`config.mk`:
```
export PLATFORM = sky130hd
export DESIGN_NAME = csa_pipe_adder
export DESIGN_NICKNAME = d
export VERILOG_FILES = /design/src/rtl/csa_pipe_adder.sv
export SDC_FILE = /design/constraint.sdc
export NUM_CORES = 1
export LEC_CHECK = 0
export CAP_MARGIN = 30
export CORE_ASPECT_RATIO = 1.5
export CORE_UTILIZATION = 50
export DETAILED_ROUTE_END_ITERATION = 16
export GPL_ROUTABILITY_DRIVEN = 0
export PLACE_DENSITY = 0.76
export SYNTH_ARGS = -nofsm -noshare
export SYNTH_HDL_FRONTEND = slang
export SYNTH_SLANG_ARGS = --single-unit
```
`constraint.sdc`:
```
create_clock -name clk -period 2 [get_ports clk]
set_clock_uncertainty 0.05 [all_clocks]
set_input_delay 0.4 -clock clk [delete_from_list [all_inputs] [get_ports clk]]
set_output_delay 0.4 -clock clk [all_outputs]
set_load 0.005 [all_outputs]
```
`src/rtl/csa_pipe_adder.sv`:
```
// Pipelined carry-select adder/subtractor with valid/ready flow control.
// Optional two's-complement overflow output when CSA_PIPE_OVF_EN is defined.
module csa_pipe_adder #(
   parameter int unsigned WIDTH = 16,
   parameter int unsigned BLK   = 4,
   parameter int unsigned BPS   = 1
) (
   input  logic             clk,
   input  logic             rst_n,
   input  logic             in_valid,
   output logic             in_ready,
   input  logic [WIDTH-1:0] A,
   input  logic [WIDTH-1:0] B,
   input  logic             Cin,
   input  logic             sub,
   output logic             out_valid,
   input  logic             out_ready,
`ifdef CSA_PIPE_OVF_EN
   output logic             ovf,
`endif
   output logic [WIDTH-1:0] S,
   output logic             Cout
);

   localparam int unsigned NBLK = WIDTH / BLK;
   localparam int unsigned LAT  = (NBLK + BPS - 1) / BPS;

   logic [LAT-1:0] vld;
   logic [LAT-1:0] rdy;

   // A stage can load if any stage at or after it is empty, or the consumer pops.
   always_comb begin
      logic all_full;
      all_full = 1'b1;
      rdy      = '0;
      for (int k = LAT - 1; k >= 0; k--) begin
         all_full = all_full & vld[k];
         rdy[k]   = out_ready | ~all_full;
      end
   end

   assign in_ready = rdy[0];

   for (genvar k = 0; k < LAT; k++) begin : g_stage
      localparam int unsigned Lo = k * BPS;
      localparam int unsigned Hi = ((k + 1) * BPS < NBLK) ? (k + 1) * BPS : NBLK;

      logic             v_in;
      logic [WIDTH-1:0] a_in, b_in, s_in, s_d;
      logic             c_in, c_d;
      logic             vld_q;
      logic [WIDTH-1:0] s_q;
      logic             c_q;

      if (k == 0) begin : g_first
         assign v_in = in_valid;
         assign a_in = A;
         assign b_in = B ^ {WIDTH{sub}};
         assign c_in = sub | Cin;
         assign s_in = '0;
      end else begin : g_next
         assign v_in = g_stage[k-1].vld_q;
         assign a_in = g_stage[k-1].g_ab.a_q;
         assign b_in = g_stage[k-1].g_ab.b_q;
         assign c_in = g_stage[k-1].c_q;
         assign s_in = g_stage[k-1].s_q;
      end

      // Each block forms both carry hypotheses, then the incoming carry selects.
      always_comb begin
         logic [BLK:0] r0, r1;
         logic         c;
         s_d = s_in;
         c   = c_in;
         r0  = '0;
         r1  = '0;
         for (int unsigned j = Lo; j < Hi; j++) begin
            r0 = {1'b0, a_in[j*BLK +: BLK]} + {1'b0, b_in[j*BLK +: BLK]};
            r1 = {1'b0, a_in[j*BLK +: BLK]} + {1'b0, b_in[j*BLK +: BLK]} + (BLK+1)'(1);
            s_d[j*BLK +: BLK] = c ? r1[BLK-1:0] : r0[BLK-1:0];
            c = c ? r1[BLK] : r0[BLK];
         end
         c_d = c;
      end

      always_ff @(posedge clk or negedge rst_n) begin
         if (!rst_n) begin
            vld_q <= 1'b0;
            s_q   <= '0;
            c_q   <= 1'b0;
         end else if (rdy[k]) begin
            vld_q <= v_in;
            if (v_in) begin
               s_q <= s_d;
               c_q <= c_d;
            end
         end
      end

      assign vld[k] = vld_q;

      if (k < LAT - 1) begin : g_ab
         logic [WIDTH-1:0] a_q, b_q;
         always_ff @(posedge clk or negedge rst_n) begin
            if (!rst_n) begin
               a_q <= '0;
               b_q <= '0;
            end else if (rdy[k] && v_in) begin
               a_q <= a_in;
               b_q <= b_in;
            end
         end
      end

`ifdef CSA_PIPE_OVF_EN
      if (k == LAT - 1) begin : g_ovf
         logic ovf_q;
         // Carry into the MSB is recovered from the MSB sum bit and its operands.
         always_ff @(posedge clk or negedge rst_n) begin
            if (!rst_n) begin
               ovf_q <= 1'b0;
            end else if (rdy[k] && v_in) begin
               ovf_q <= a_in[WIDTH-1] ^ b_in[WIDTH-1] ^ s_d[WIDTH-1] ^ c_d;
            end
         end
      end
`endif
   end

   assign out_valid = g_stage[LAT-1].vld_q;
   assign S         = g_stage[LAT-1].s_q;
   assign Cout      = g_stage[LAT-1].c_q;
`ifdef CSA_PIPE_OVF_EN
   assign ovf       = g_stage[LAT-1].g_ovf.ovf_q;
`endif

endmodule

```
==> impl_metrics.yaml, run 1 <==
timing:
  drv_slew: 0
  clock.fmax_ghz: 0.4450
  hold_slack_ps: 426.6
  slew_headroom: 0.6796
  grt_setup_unrepaired: "true"
  fin_crit_sh: 1.124
  finalHoldViolations: 0
  post-route-min-period_ps: 2247
  fin_ws_ps: -247.2
  worst_slew_pin_slew_ps: 478.8
  setup_violations: 2
finish:
  area_growth_pct: 31.59
  seq_area_um2: 2402
  num-fill-cells: 658
  multiInputGateArea_um2: 2285
  layout.nets: 541
  n_antenna_cell: 0
  drive_gt1_frac: 0.2769
clock_tree:
  cts-root-buf: "clkbuf_16"
  cts_tree: "done"
  h-tree-depth: 3
  cts.path.max_buffers: 2
  cts_made_buffers: 9
  cts.clk_slew.worst_paths_ps: 70
  insertion_delay_ps: 340
  numClockSinks: 96
grt:
  grt_pass1_wl_mm: 15.30
  antenna_found_initial: 0
  grt_max_degree: 43
  busiest_layer: "met2"
  groute.layer.met1.usage: 0.2479
  grt_overflow: 0
  grtUsageTotal: 0.2103
  globalRouteMet2Util: 0.3654
  use_met3: 0.03448
  grt_pass1_vias: 3333
floorplan:
  core.rowCount: 42
  io_pins: 57
  dieWidth_um: 80.21
  die_height_um: 119.3
  core_um2: 8881
  die_area_um2: 9569
  initial_utilization: 0.5165
logic_synthesis:
  syn_inst: 393
  async_flop_share: 1.000
  ys_ff_latch: 96
  yosys.area.top_type: "dfrtp_1"
  ys.warnings.count: 0
  synth_edf_count: 0
  ys_types: 42
  synth_nets: 455
  yosysSeqAreaShare: 0.5237
  synth_top_area_frac: 0.5237
  syn_area_um2: 4587
  yosys-top-cells-area: "dfrtp_1 (52%), mux2_2 (12%), nand2_1 (5.9%)"
  synth_flop_cell: "dfrtp_1"
  syn_avg_cell_area_um2: 11.67
power:
  ir_drop_v: 0.0006103
  power.density_nw_per_um2: 1258
  comb_power_share: 0.390
  p_sw_frac: 0.3187
  power_frac_seq: 0.399
  pwr-share-clk: 0.210
  p_sw_w: 0.002420
  leakage_nw: 2.705
  internal_power_w: 0.005174
setup_path:
  crit_path_max_incr_delay_ps: 450
  cp.arrival_ps: 2420
  worstPathMaxFanout: 2
  crit_path_start_kind: "primary input"
  crit_slowest_cell: "fa_2"
  crit_path_end_kind: "flop"
  cp.required_ps: 2180
  timing.critical_path.mode_cell: "buf_6"
  critical_path_class: "in2reg"
  crit_chain: "buf_6 > xor2_2 > ha_2 > inv_2 > fa_2 > buf_4 > buf_6 > nor4b_4 > xnor3_1 > mux2_4"
placed_design:
  io_buffer_count: 56
  dp_hpwl_mm: 6.383
  pre_cts_slack_ps: -984.1
flow_run:
  maxCapViolCount: 0
routing:
  dr.first_iter.drc_count: 143
  drt_wl_total_mm: 8.922
  wl_per_cell_um: 15.02
  via_per_inst: 5.424
  vias: 3222
  remaining_drc_errors: 0
  ant_nets: 0
  first_pass_iters: 4
outcome:
  outcome: "finished, violations left"
  violations: "setup timing"
hold_path:
  min_path_type: "reg2reg"
-- layer usage --
| metal | part of all wire | up-vias |
|---|---|---|
| met5 | 0 | - |
| met4 | 0.025 | 0 |
| met3 | 0.029 | 18 |
| met2 | 0.54 | 89 |
| met1 | 0.40 | 1568 |
| li1 | - | 1547 |
-- sequential cells by signal, indices dropped and copies added (netlist names) --
| register | flops |
|---|---|
| g_stage.g_ab.b_q | 24 |
| S | 16 |
| g_stage.c_q | 3 |
| g_stage.g_ab.a_q | 24 |
| g_stage.s_q | 24 |
| out_valid | 1 |
| g_stage.vld_q | 3 |
| Cout | 1 |
-- worst paths after layout --
kind	from	end	slack [ps]	cells past startpoint
max in group asynchronous	rst_n	g_stage[2].g_ab.b_q[15]	870	3
min in group asynchronous	rst_n	S[3]	480	2
hold / removal	g_stage[0].g_ab.a_q[8]	g_stage[0].g_ab.a_q[8]	430	2
hold reg to reg	g_stage[0].g_ab.a_q[8]	g_stage[0].g_ab.a_q[8]	430	2
setup reg to reg	g_stage[2].g_ab.a_q[12]	Cout	30	6
setup / recovery	B[0]	g_stage[0].s_q[3]	-250	10
-- cells in the final DEF (no fill, tap or decap), drive strengths merged, types with 4 or more instances in the layout --
| cell | netlist | routed |
|---|---|---|
| fa | 4 | 4 |
| nand4b | 4 | 4 |
| nand2 | 72 | 72 |
| ha | 20 | 20 |
| nand3 | 7 | 7 |
| and3 | 5 | 5 |
| xnor2 | 16 | 16 |
| dfrtp | 96 | 96 |
| mux2 | 49 | 49 |
| o31ai | 5 | 5 |
| clkbuf | 8 | 9 |
| o21ai | 28 | 28 |
| a21oi | 8 | 8 |
| nand2b | 5 | 5 |
| clkdlybuf4s50 | 0 | 49 |
| inv | 7 | 8 |
| a21o | 10 | 10 |
| xor2 | 9 | 9 |
| buf | 7 | 36 |
-- final cells by class --
type                            instances  share of cell area
Clock buffer                            9             0.03731
Clock inverter                          7            0.009536
Inverter                                7            0.004353
Multi-Input combinational cell        275              0.3785
Sequential cell                        96              0.3980
Tap cell                              110             0.02280
Timing Repair Buffer                   90              0.1495
-- synth_stat cells (all sizes together), types with 2 or more instances --
master and instances:
nand3 7, a21o 10, a21oi 8, inv 7, nand2b 5, dfrtp 96, o31ai 5, and3 5
nand4 3, a2111oi 2, mux2i 3, and4 2, a211o 3, nor2 3, xnor2 16, xor2 9
clkbuf 8, buf 7, a31oi 3, nand2 72, ha 20, nand4b 4, o21ai 28, fa 4
mux2 49, or3 2
-- critical path: cells and delay by family --
family        cells  cell delay (ps)
xor+xnor          2              440
fa+ha+maj         2              640
buf+inv           4              420
mux               1              270
simple gates      1              260
-- metrics by stage --
step | total power [W] | cells | instance area (um^2) | util | setup TNS, ps
2_1_floorplan | 0.004585 | 393 | 4632 | - | -1583
3_3_place_gp | 0.005508 | 570 | 5512 | 0.6206 | -2997
3_5_place_dp | 0.005688 | 570 | 5512 | 0.6206 | -3472
4_1_cts | 0.007521 | 592 | 5947 | 0.6696 | -448.1
5_1_grt | 0.008098 | 594 | 6036 | 0.6796 | -560.6
6_report | 0.007594 | 594 | 6036 | 0.6796 | -462.1
-- power groups by stage --
stage | Sequential (W) | Clock, W | Combinational [W]
4_1_cts | 0.00304 | 0.00163 | 0.00285
6_report | 0.00303 | 0.00160 | 0.00296
3_3_place_gp | 0.00303 | 0 | 0.00248
3_5_place_dp | 0.00307 | 0 | 0.00262
2_1_floorplan | 0.00293 | 0 | 0.00166
5_1_grt | 0.00313 | 0.00170 | 0.00327
-- logic make-up after synthesis --
| group | share of synthesized area |
|---|---|
| AO/OA/AOI/OAI | 0.09002 |
| XOR/XNOR | 0.05428 |
| adder cells (fa/ha/maj) | 0.07201 |
| buffers and inverters | 0.02128 |
| flip-flops | 0.5237 |
| multiplexers | 0.1268 |
| AND/OR/NAND/NOR | 0.1118 |
-- what timing repair did --
action	in CTS	in global routing
gates resized for setup	36	11
endpoints found under the setup margin	9	8
hold buffers	1	0
setup buffers	5	2
hold endpoints to repair	27	0
pin swaps	16	15
No activity file was read; power rests on OpenSTA's default activity.
==> run 2, diff against run 1 <==
--- a/config.mk
+++ b/config.mk
@@ -10,7 +10,9 @@
 export CORE_UTILIZATION = 50
 export DETAILED_ROUTE_END_ITERATION = 16
 export GPL_ROUTABILITY_DRIVEN = 0
+export HOLD_SLACK_MARGIN = 0.12
 export PLACE_DENSITY = 0.76
 export SYNTH_ARGS = -nofsm -noshare
 export SYNTH_HDL_FRONTEND = slang
 export SYNTH_SLANG_ARGS = --single-unit
+export TNS_END_PERCENT = 5
==> run 2 against run 1 <==
  * The flow still finishes with violations (setup timing)
  * Count of clock-buffer cells in the layout increased by 1
  * First-iteration DRC count shrank 13%
  * Via count fell by 2.3%
  * Critical path depth down 3
  * Clock power rose by 14%
  * Wire length down 3.2%
  * Critical endpoint is now g_stage[0].c_q
==> impl_metrics.yaml, run 2 (same netlist as run 1, synthesis figures left out) <==
timing:
  grt_setup_unrepaired: "true"
  slew_headroom: 0.6881
  drv_slew: 0
  fin_ws_ps: -213.9
  fin_crit_sh: 1.107
  setup_violations: 4
  setup_tns_ps: -596.0
  worst_slew_pin_slew_ps: 467.9
  post-route-min-period_ps: 2214
  hold_slack_ps: 421.1
  finalHoldViolations: 0
  clock.fmax_ghz: 0.4517
power:
  p_sw_w: 0.002263
  leakage_nw: 2.703
  p_sw_frac: 0.3005
  ir_drop_v: 0.0006970
  power_frac_seq: 0.402
  comb_power_share: 0.357
  pwr-share-clk: 0.241
  power.density_nw_per_um2: 1269
  internal_power_w: 0.005269
finish:
  n_antenna_cell: 0
  layout_commonest_cell: "dfrtp_1"
  drive_gt1_frac: 0.2448
  final_cell_mix: "dfrtp_1 (96), nand2_1 (72), mux2_2 (49), clkdlybuf4s50_1 (49), o21ai_0 (27)"
  stdcell_count: 588
  area_growth_pct: 29.38
  top_regs: "g_stage.g_ab.a_q: 24 flops, g_stage.g_ab.b_q: 24 flops, g_stage.s_q: 24 flops"
  layout.nets: 536
  num-fill-cells: 673
floorplan:
  core_um2: 8881
  die_height_um: 119.3
  core.rowCount: 42
  initial_utilization: 0.5165
  io_pins: 57
  dieWidth_um: 80.21
  die_area_um2: 9569
grt:
  grt_pass1_wl_mm: 14.55
  groute.layer.met1.usage: 0.2288
  grt_overflow: 0
  grt_max_degree: 35
  grtUsageTotal: 0.2038
  busiest_layer: "met2"
  globalRouteMet2Util: 0.3568
  use_met3: 0.03525
  antenna_found_initial: 0
  grt_pass1_vias: 3206
placed_design:
  placedCellCount: 569
  dp_hpwl_mm: 6.434
  io_buffer_count: 56
setup_path:
  worstPathMaxFanout: 5
  cp.required_ps: 2170
  crit_path_start_kind: "primary input"
  crit_path_end_kind: "flop"
  critical_path_class: "in2reg"
  cp-startpoint: "B[2]"
  r2r-start: "g_stage[2].g_ab.a_q[12]"
  cp.arrival_ps: 2390
clock_tree:
  insertion_delay_ps: 340
  cts-root-buf: "clkbuf_16"
  cts.path.max_buffers: 2
  h-tree-depth: 3
  cts_made_buffers: 9
  cts_tree: "done"
  cts.clk_slew.worst_paths_ps: 60
  numClockSinks: 96
routing:
  ant_nets: 0
  remaining_drc_errors: 0
  vias: 3148
  dr.first_iter.drc_count: 125
  drt_wl_total_mm: 8.637
  via_per_inst: 5.354
  wl_per_cell_um: 14.69
  first_pass_iters: 4
outcome:
  violations: "setup timing"
  outcome: "finished, violations left"
hold_path:
  min_path_type: "reg2reg"
  min-delay-start: "g_stage[0].g_ab.a_q[11]"
flow_run:
  maxCapViolCount: 0
-- run 2: cell count changes in the layout (fill, tap and decap cells not counted), moves of 3 or more --
cell,change
buf_4,-3
ha_1,+7
ha_2,-4
ha_4,-3
o31ai_1,-3
o31ai_2,+3
-- run 2: per-stage QoR --
stage | total power, W | instance area [um^2] | setup WS, ps | utilization
final | 0.007532 | 5934 | -213.9 | 0.6682
after global routing | 0.008025 | 5934 | -279.9 | 0.6682
after CTS | 0.007491 | 5862 | -267.2 | 0.6600
after detailed placement | 0.005621 | 5488 | -1094 | 0.6179
after global placement | 0.005467 | 5488 | -904.0 | 0.6179
after floorplan | 0.004571 | 4616 | -636.4 | -
-- run 2: layer usage --
metal / up-vias / share of wire
met1: 1526 / 0.41
met4: 0 / 0.030
li1: 1543 / -
met5: - / 0
met3: 17 / 0.025
met2: 62 / 0.54
-- run 2: power groups by stage --
stage / sequential (W) / combinational [W] / clock (W)
2_1_floorplan: 0.00293 / 0.00164 / 0
3_3_place_gp: 0.00302 / 0.00244 / 0
3_5_place_dp: 0.00306 / 0.00256 / 0
4_1_cts: 0.00303 / 0.00261 / 0.00185
5_1_grt: 0.00311 / 0.00298 / 0.00193
6_report: 0.00303 / 0.00269 / 0.00182
-- run 2: path summary, 6_finish.rpt --
path,endpoint,slack [ps],depth (start not counted)
setup / recovery,g_stage[0].c_q,-210,7
hold / removal,g_stage[0].g_ab.a_q[11],420,2
setup reg to reg,Cout,-110,6
hold reg to reg,g_stage[0].g_ab.a_q[11],420,2
max in group asynchronous,g_stage[1].g_ab.b_q[13],830,3
min in group asynchronous,S[3],500,2
-- run 2: critical path: stages --
cell             delay [ps]
clkdlybuf4s50_1         410
xor2_1                  160
ha_1                    400
xor2_2                  370
a2111oi_4               100
o2111a_1                270
a221o_1                 260
-- run 2: what timing repair did --
action,CTS,global route
pin swaps,8,7
hold endpoints to repair,31,0
resized for setup,20,11
setup buffers,2,1
cloned,0,0
setup endpoints to repair,7,10
hold buffers,1,0
-- run 2: layout make-up --
class	instances	area, um^2	share of cell area
clock buffer	10	239.0	0.04027
clock inverter	5	81.33	0.01370
inverter	7	26.28	0.004428
multi-input combinational	275	2202	0.3711
sequential	96	2402	0.4048
tap	110	137.6	0.02319
timing repair buffer	85	845.8	0.1425
==> run 3, diff against run 2 <==
--- a/config.mk
+++ b/config.mk
@@ -7,11 +7,12 @@
 export LEC_CHECK = 0
 export CAP_MARGIN = 30
 export CORE_ASPECT_RATIO = 1.5
-export CORE_UTILIZATION = 50
+export CORE_UTILIZATION = 52
+export CTS_BUF_LIST = sky130_fd_sc_hd__clkbuf_8
 export DETAILED_ROUTE_END_ITERATION = 16
 export GPL_ROUTABILITY_DRIVEN = 0
 export HOLD_SLACK_MARGIN = 0.12
-export PLACE_DENSITY = 0.76
+export PLACE_DENSITY = 0.78
 export SYNTH_ARGS = -nofsm -noshare
 export SYNTH_HDL_FRONTEND = slang
 export SYNTH_SLANG_ARGS = --single-unit
==> run 3 against run 2 <==
  * Global-route usage up 1.8 points
  * Combinational power hardly changed
  * Cell area is 1.4% lower
  * Sequential share of layout area up 0.59 points
  * Via count grew 1.3%
  * Cell count down 0.34%
  * Setup slack got worse by 26 ps
  * Largest cell class unchanged
  * The run still ends with setup timing left
  * Core utilization increased by 2.3 points
==> impl_metrics.yaml, run 3 (same netlist as run 1, synthesis figures left out) <==
hold_path:
  hold_path_end: "g_stage[2].s_q[8]"
  min-delay-start: "g_stage[2].s_q[8]"
  whs_path_depth: 2
  min_path_type: "reg2reg"
placed_design:
  io_buffer_count: 56
  place_area_um2: 5477
  dp_hpwl_mm: 6.560
  placedCellCount: 565
grt:
  grt_max_degree: 47
  grtUsageTotal: 0.2216
  grt_pass1_wl_mm: 15.41
  grt_pass1_vias: 3341
  antenna_found_initial: 0
  grt_overflow: 0
clock_tree:
  insertion_delay_ps: 370
  numClockSinks: 96
  cts.clk_slew.worst_paths_ps: 80
  h-tree-depth: 3
  cts.path.max_buffers: 2
  cts-root-buf: "clkbuf_8"
  cts_made_buffers: 9
  cts_tree: "done"
floorplan:
  dieWidth_um: 78.69
  core.rowCount: 41
  die_height_um: 117.0
  die_area_um2: 9209
  io_pins: 57
  core_um2: 8464
  initial_utilization: 0.5419
finish:
  layout_commonest_cell: "dfrtp_1"
  area_growth_pct: 27.52
  top_regs: "g_stage.g_ab.a_q: 24 flops, g_stage.g_ab.b_q: 24 flops, g_stage.s_q: 24 flops"
  multiInputGateArea_um2: 2221
  seq_area_um2: 2402
  n_antenna_cell: 0
  final_cell_mix: "dfrtp_1 (96), nand2_1 (72), mux2_2 (49), clkdlybuf4s50_1 (49), o21ai_0 (27)"
  drive_gt1_frac: 0.2505
  layout.nets: 536
  final_area_um2: 5849
  stdcell_count: 586
  num-fill-cells: 637
setup_path:
  cp.required_ps: 2200
  cp.arrival_ps: 2440
  worstRegToRegCells: 6
  worstPathMaxFanout: 12
  crit_path_start_kind: "primary input"
  rrSetupSlack_ps: -90
  crit_path_end_kind: "flop"
  critical_path_class: "in2reg"
  r2r-start: "g_stage[2].g_ab.a_q[12]"
  r2r_end: "Cout"
timing:
  fin_ws_ps: -240.1
  grt_setup_unrepaired: "true"
  clock.fmax_ghz: 0.4464
  hold_slack_ps: 430.3
  post-route-min-period_ps: 2240
  fin_crit_sh: 1.120
  worst_slew_pin_slew_ps: 438.3
  slew_headroom: 0.7047
  finalHoldViolations: 0
  setup_violations: 4
  drv_slew: 0
routing:
  vias: 3189
  ant_nets: 0
  drt_wl_total_mm: 8.971
  remaining_drc_errors: 0
  via_per_inst: 5.442
  first_pass_iters: 4
  wl_per_cell_um: 15.31
  dr.first_iter.drc_count: 185
outcome:
  violations: "setup timing"
  outcome: "finished, violations left"
power:
  power.density_nw_per_um2: 1213
  total_power_w: 0.007095
  ir_drop_v: 0.0006557
  leakage_nw: 2.661
flow_run:
  maxCapViolCount: 0
==> run 3: changes by cell type in the layout (fill, tap and decap cells not counted), sizes merged <==
| cell | change |
|---|---|
| buf | +1 |
| clkdlybuf4s15 | -1 |
| inv | +1 |
| clkinv | -1 |
| clkinvlp | +1 |
==> run 3: report_power, final <==
part           internal (W)  switching, W
Clock              0.000731      0.000662
Sequential          0.00260      0.000412
Combinational       0.00153       0.00116
==> run 3: stage by stage <==
stage,setup slack [ps],TNS [ps],util
3_3_place_gp,-900.8,-3005,0.6470
2_1_floorplan,-636.4,-1737,-
3_5_place_dp,-1092,-3571,0.6470
4_1_cts,-275.0,-580.3,0.6813
6_report,-240.1,-597.9,0.6911
5_1_grt,-316.0,-1026,0.6911
==> run 3: what timing repair did <==
action                     CTS  global route
hold buffers                 1             0
setup endpoints to repair    7             9
hold endpoints to repair    29             0
setup buffers                2             2
resized for setup           23            13
pin swaps                    8             9
==> run 3: worst max-delay path, stage by stage <==
cell	delay, ps
buf_8	100
buf_4	140
buf_4	160
buf_4	200
xor2_1	170
ha_2	410
nand2b_4	160
a2111oi_4	50
buf_4	150
o2111a_1	230
a221o_1	260
==> run 3: worst max path at each step <==
stage               from             end  slack [ps]  cells past startpoint
floorplan            sub  g_stage[0].c_q        -640                     12
global placement     sub  g_stage[0].c_q        -900                     11
detailed placement   sub  g_stage[0].c_q       -1090                     11
CTS                  sub  g_stage[0].c_q        -270                     11
global route         sub  g_stage[0].c_q        -320                     12
finish               sub  g_stage[0].c_q        -240                     11
==> run 3: layout make-up <==
cell class              count  area share
clock inverters             6     0.01433
clock buffers              10     0.02353
well taps                 107     0.02289
flip-flops and latches     96      0.4107
repair buffers             85      0.1444
inverters                   7    0.004492
multi-input cells         275      0.3797
==> run 3: per-layer routing <==
layer	global-route usage	vias to the layer above	wire length, um
met1	0.2549	1553	3550
met4	0.1136	0	247
met5	0	-	0
met2	0.3896	73	4880
met3	0.04574	20	293
li1	-	1543	-
